==> src/rtl/uart_tx_arbiter_pkg.sv <==
// Shared definitions for the UART0 transmitter arbiter: FSM encoding, requester
// indices and default watchdog sizing.
package uart_tx_arbiter_pkg;

   localparam logic [1:0] ST_IDLE  = 2'd0;
   localparam logic [1:0] ST_SEND  = 2'd1;
   localparam logic [1:0] ST_GUARD = 2'd2;

   localparam int REQ_TELEM = 0;
   localparam int REQ_CMD   = 1;

   localparam int TIMEOUT_CYC_DEFAULT = 50000;
   localparam int TO_W_DEFAULT        = 16;

   // One requester's byte-stream beat, packed so the owner can be selected by index.
   typedef struct packed {
      logic       valid;
      logic [7:0] data;
      logic       last;
   } req_t;

endpackage

==> src/rtl/uart_tx_arbiter_rr_pick2.sv <==
// Combinational 2-way round-robin picker: one-hot choice among valid requesters,
// ties broken by the priority pointer (0 favours requester 0).
module rr_pick2 (
   input  logic [1:0] valid_i,
   input  logic       prio_i,
   output logic [1:0] pick_o
);

   // NOTE: every output of a combinational block gets a default first so no latch is inferred.
   always_comb begin
      pick_o = valid_i;
      if (&valid_i) begin
         pick_o         = 2'b00;
         pick_o[prio_i] = 1'b1;
      end
   end

endmodule

==> src/rtl/uart_tx_arbiter.sv <==
// Frame-granular round-robin arbiter sharing one UART byte transmitter between
// the telemetry and command-reply requesters, with a per-grant stall watchdog.
module uart_tx_arbiter
   import uart_tx_arbiter_pkg::*;
#(
   parameter int TIMEOUT_CYC = TIMEOUT_CYC_DEFAULT,
   parameter int TO_W        = TO_W_DEFAULT
) (
   input  logic       clk,
   input  logic       rst_n,
   input  logic       req0_valid_i,
   input  logic [7:0] req0_data_i,
   input  logic       req0_last_i,
   output logic       req0_ready_o,
   input  logic       req1_valid_i,
   input  logic [7:0] req1_data_i,
   input  logic       req1_last_i,
   output logic       req1_ready_o,
   input  logic       tx_busy_i,
   output logic       tx_wr_o,
   output logic [7:0] tx_data_o,
   output logic [1:0] grant_o,
   output logic [1:0] timeout_o
);

   localparam logic [TO_W-1:0] TO_LAST = TO_W'(TIMEOUT_CYC - 1);

   logic [1:0]      state_q, state_d;
   logic [1:0]      grant_q, grant_d;
   logic            prio_q, prio_d;
   logic [TO_W-1:0] wd_q, wd_d;
   logic            tx_wr_q, tx_wr_d;
   logic [7:0]      tx_data_q, tx_data_d;
   logic [1:0]      timeout_q, timeout_d;

   req_t [1:0] req;
   req_t       own;
   logic       owner;
   logic [1:0] pick;
   logic       xfer;

   assign req[REQ_TELEM] = {req0_valid_i, req0_data_i, req0_last_i};
   assign req[REQ_CMD]   = {req1_valid_i, req1_data_i, req1_last_i};

   assign owner = grant_q[REQ_CMD];
   assign own   = req[owner];

   // Ready is combinational; the accepted byte is registered onto tx_data/tx_wr one cycle later.
   assign xfer = (state_q == ST_SEND) && own.valid && !tx_busy_i;

   rr_pick2 u_pick (
      .valid_i({req1_valid_i, req0_valid_i}),
      .prio_i (prio_q),
      .pick_o (pick)
   );

   always_comb begin
      state_d   = state_q;
      grant_d   = grant_q;
      prio_d    = prio_q;
      wd_d      = wd_q;
      tx_wr_d   = 1'b0;
      tx_data_d = tx_data_q;
      timeout_d = 2'b00;
      case (state_q)
         ST_IDLE: begin
            if (|pick) begin
               grant_d = pick;
               wd_d    = '0;
               state_d = ST_SEND;
            end
         end
         ST_SEND: begin
            if (xfer) begin
               tx_wr_d   = 1'b1;
               tx_data_d = own.data;
               wd_d      = '0;
               if (own.last) begin
                  grant_d = 2'b00;
                  prio_d  = ~owner;
                  state_d = ST_IDLE;
               end else begin
                  state_d = ST_GUARD;
               end
            end else if (!own.valid) begin
               // Compare with >= so the counter can never run past the limit and wrap.
               if (wd_q >= TO_LAST) begin
                  timeout_d[owner] = 1'b1;
                  grant_d          = 2'b00;
                  prio_d           = ~owner;
                  wd_d             = '0;
                  state_d          = ST_IDLE;
               end else begin
                  wd_d = wd_q + 1'b1;
               end
            end
         end
         ST_GUARD: state_d = ST_SEND;
         default: begin
            state_d = ST_IDLE;
            grant_d = 2'b00;
         end
      endcase
   end

   // NOTE: sequential state uses non-blocking assignments so all registers update together.
   always_ff @(posedge clk or negedge rst_n) begin
      if (!rst_n) begin
         state_q   <= ST_IDLE;
         grant_q   <= 2'b00;
         prio_q    <= 1'b0;
         wd_q      <= '0;
         tx_wr_q   <= 1'b0;
         tx_data_q <= 8'h00;
         timeout_q <= 2'b00;
      end else begin
         state_q   <= state_d;
         grant_q   <= grant_d;
         prio_q    <= prio_d;
         wd_q      <= wd_d;
         tx_wr_q   <= tx_wr_d;
         tx_data_q <= tx_data_d;
         timeout_q <= timeout_d;
      end
   end

   assign req0_ready_o = xfer && grant_q[REQ_TELEM];
   assign req1_ready_o = xfer && grant_q[REQ_CMD];
   assign tx_wr_o      = tx_wr_q;
   assign tx_data_o    = tx_data_q;
   assign grant_o      = grant_q;
   assign timeout_o    = timeout_q;

endmodule

==> config.mk <==
export PLATFORM = sky130hd
export DESIGN_NAME = uart_tx_arbiter
export DESIGN_NICKNAME = d
export VERILOG_FILES = /design/src/rtl/uart_tx_arbiter_pkg.sv /design/src/rtl/uart_tx_arbiter_rr_pick2.sv /design/src/rtl/uart_tx_arbiter.sv
export SDC_FILE = /design/constraint.sdc
export NUM_CORES = 1
export LEC_CHECK = 0
export ABC_AREA = 1
export CAP_MARGIN = 20
export CORE_ASPECT_RATIO = 1.1
export CORE_MARGIN = 5
export CORE_UTILIZATION = 50
export CTS_CLUSTER_SIZE = 10
export DETAILED_ROUTE_END_ITERATION = 10
export PLACE_DENSITY = 0.8
export SLEW_MARGIN = 20
export SYNTH_ARGS = -nofsm -noshare
export SYNTH_HDL_FRONTEND = slang
export SYNTH_SLANG_ARGS = --single-unit
==> constraint.sdc <==
create_clock -name clk -period 2.25 [get_ports clk]
set_clock_uncertainty 0.2 [all_clocks]
set_input_delay 0.5625 -clock clk [delete_from_list [all_inputs] [get_ports clk]]
set_output_delay 0.5625 -clock clk [all_outputs]
set_load 0.02 [all_outputs]
==> impl_metrics.ini <==
[clock_tree]
cts_sinks = 32
cts_tree = built
clock-root-buffer = clkbuf_4
cts.reportedPaths.clkPinSlew_ns = 0.10
cts_made_buffers = 5
post_cts_hold_buffer_count = 0
clock_insertion_delay_worst_skew_ns = 0.33
max-clock-path-buffers = 2
cts_htree_levels = 2

[yosys]
yosys-top-cells-area = dfrtp_1, nand2_1, nor2_1
ys_warn_count = 0
compound_gate_fraction_of_synth_area_pct = 8.44
post_synth_num_cell_types = 29
synth_fp_nets = 253
synthesis.area_um2 = 1740
synth_sequential_area_ratio_pct = 46.1
avgSynthCellArea_um2 = 7.58
synth_largest_type_area_fraction_pct = 46.1
postSynth.asyncResetShare_pct = 100
synth-edff-count = 0
post_synth_mux_area_share_pct = 0
count_of_state_elements_after_synthesis = 32
synthMostInstantiatedCell = nand2_1
yosys.area.top_type = dfrtp_1
synth.cells.most_frequent = nand2_1, nor2_1, dfrtp_1
synthXorXnorAreaFrac_pct = 2.52
synth_fa_ha_area_share_pct = 0.721
dominantRegCellSynth = dfrtp_1
simple_gate_area_share_of_the_yosys_netlist_pct = 35.3
synth_top_family_by_area = simple AND/OR/NAND/NOR gates
netlist_instances = 229

[placed_design]
io_buffer_count = 37
replace_congestion = 0.855
post_dp_cell_area_um2 = 2270
numPlacedInstances = 326
place_hpwl_mm = 2.86
detailedPlace.worstSlack_ns = -0.584

[timing]
fin_crit_period_ns = 2.12
worst-slew-pin-transition_ns = 0.396
fmax_mhz = 472
rsz0062_at_grt = no
slew-limit-headroom_pct = 73.6
final_max_slew_viol_count = 0
finalHoldViolCount = 0
post-route-worst-setup-slack_ns = 0.131
setup_violations = 0
timing.final.crit_share_pct = 94.2

[grt]
via_count_of_the_first_global_routing_pass = 1636
maximum_number_of_pins_on_one_net_before_global_route_repair = 33
antenna_found_initial = 0
grtUsageTotal_pct = 18.5
grt_overflow = 0
grt_pass1_wl_mm = 6.95

[final_layout]
num_antenna_cells = 0
layout-drive-gt1-share_pct = 17.0
layout.cell_area.non_filler_um2 = 2370
post-route-util_pct = 71.1
num-nets-final = 313
final-instance-count-excl-fill = 337
area_delta_synth_final_pct = 36.4

[worst_hold_path]
worstHoldPathType = flop to flop

[drt]
dr.first_iter.drc_count = 66
drt_pass1_iterations = 4
drt.antenna.violating_nets = 0
wl_per_cell_um = 11.5
drt-vias-per-instance = 4.79
drc = 0
finalWirelength_mm = 3.86
via_count = 1613

[critical_path]
critical_path_class = flop to primary output
setup.worst_path.start_class = flop
worstSetupEndpointType = primary output
cp.required_ns = 1.49
worstPathMaxFanout = 4
wp_data_arrival_ns = 1.36

[pwr]
power_frac_clock_pct = 13.8
power.density_nw_per_um2 = 944
p_switching_w = 0.000935
p_comb_share_pct = 50.9
internal_power_w = 0.00130
peakVddDrop_mv = 0.743
switching_share_pct = 41.8
static-leakage-power_nw = 1.18
seq_power_share_pct = 35.4

[floorplan]
die_height_um = 71.8
start_util_pct = 52.1
std_cell_rows = 22
dieArea_um2 = 4750
floorplan.die.width_um = 66.2
ios = 38
floorplan.core_area_um2 = 3330

[flow_run]
max_cap_viol_count = 0

[status]
status = complete, no violations
## worst max-delay path, stage by stage (launching register included)
cell and delay (ns):
dfrtp_1 0.43, inv_2 0.07, nand2_1 0.05, nand2_2 0.10, nand3_4 0.12, nor2_4 0.12
buf_4 0.14
## sequential cells by signal, indices dropped and copies added, names as in the netlist
signal / flops
tx_data_o: 8
state_q: 2
tx_wr_o: 1
grant_o: 2
prio_q: 1
wd_q: 16
timeout_o: 2
## cells in the final DEF, fill, tap and decap left out, types with 2 or more instances in the layout
cell / instances
nand3_2: 2
inv_1: 21
nand2_4: 2
nand4_1: 4
clkbuf_4: 5
clkdlybuf4s50_1: 31
nor2_1: 47
dfrtp_1: 32
xor2_1: 3
a21oi_1: 3
nand3_1: 13
o21ai_0: 3
a21oi_2: 2
nand3_4: 2
dlygate4sd2_1: 3
o21ai_1: 3
buf_4: 22
o31ai_1: 8
nand2_1: 59
inv_2: 5
nor3_1: 3
nor2_4: 3
xnor2_1: 2
## power by group through the flow
| stage | Combinational [W] | Sequential (W) | Clock (W) |
|---|---|---|---|
| floorplan | 0.000534 | 0.000900 | 0 |
| global placement | 0.00108 | 0.000794 | 0 |
| detailed placement | 0.00110 | 0.000793 | 0 |
| CTS | 0.00112 | 0.000787 | 0.000323 |
| global route | 0.00127 | 0.000807 | 0.000340 |
| finish | 0.00114 | 0.000790 | 0.000308 |
## per-stage QoR
step | TNS (ns) | power [W] | hold slack, ns
6_report | 0 | 0.00223 | 0.296
4_1_cts | 0 | 0.00223 | 0.297
3_3_place_gp | -1.27 | 0.00188 | 0.265
5_1_grt | 0 | 0.00242 | 0.323
3_5_place_dp | -1.51 | 0.00189 | 0.269
2_1_floorplan | 0 | 0.00143 | 0.0669
## final cells by class
class,instances,area [um2]
Clock buffer,6,41.3
Clock inverter,1,5.00
Fill cell,285,963
Inverter,27,104
Multi-Input combinational cell,166,842
Sequential cell,32,801
Tap cell,48,60.1
Timing Repair Buffer,57,514
## routing by layer
layer | global-route usage, % | share of wire [%] | wire length (um) | vias up
met5 | 0 | 0 | 0 | -
li1 | - | - | - | 840
met1 | 21.3 | 43 | 1660 | 729
met4 | 4.97 | 1.4 | 54 | 0
met3 | 6.74 | 6.1 | 237 | 6
met2 | 31.9 | 49 | 1910 | 38
## final timing paths
path,startpoint,end,slack (ns),cells after the start
setup / recovery,grant_o[1],req0_ready_o,0.13,6
hold / removal,tx_data_o[1],tx_data_o[1],0.30,2
setup reg to reg,wd_q[0],wd_q[6],0.44,8
hold reg to reg,tx_data_o[1],tx_data_o[1],0.30,2
max in group asynchronous,rst_n,wd_q[0],1.15,2
min in group asynchronous,rst_n,tx_data_o[0],0.41,2
## kinds of logic (layout without fill, tap and decap cells)
kind of cell | count (synthesis) | count (layout)
fa+ha+maj | 1 | 1
flops | 32 | 32
buf+inv | 31 | 91
xor+xnor | 5 | 5
compound gates | 21 | 21
simple gates | 139 | 139
## what timing repair did
action | CTS | global route
resized for setup | 17 | 4
pin swaps | 3 | 0
setup buffers | 2 | 2
setup endpoints to repair | 3 | 2
Note: power is estimated with default switching activity, not from simulation.
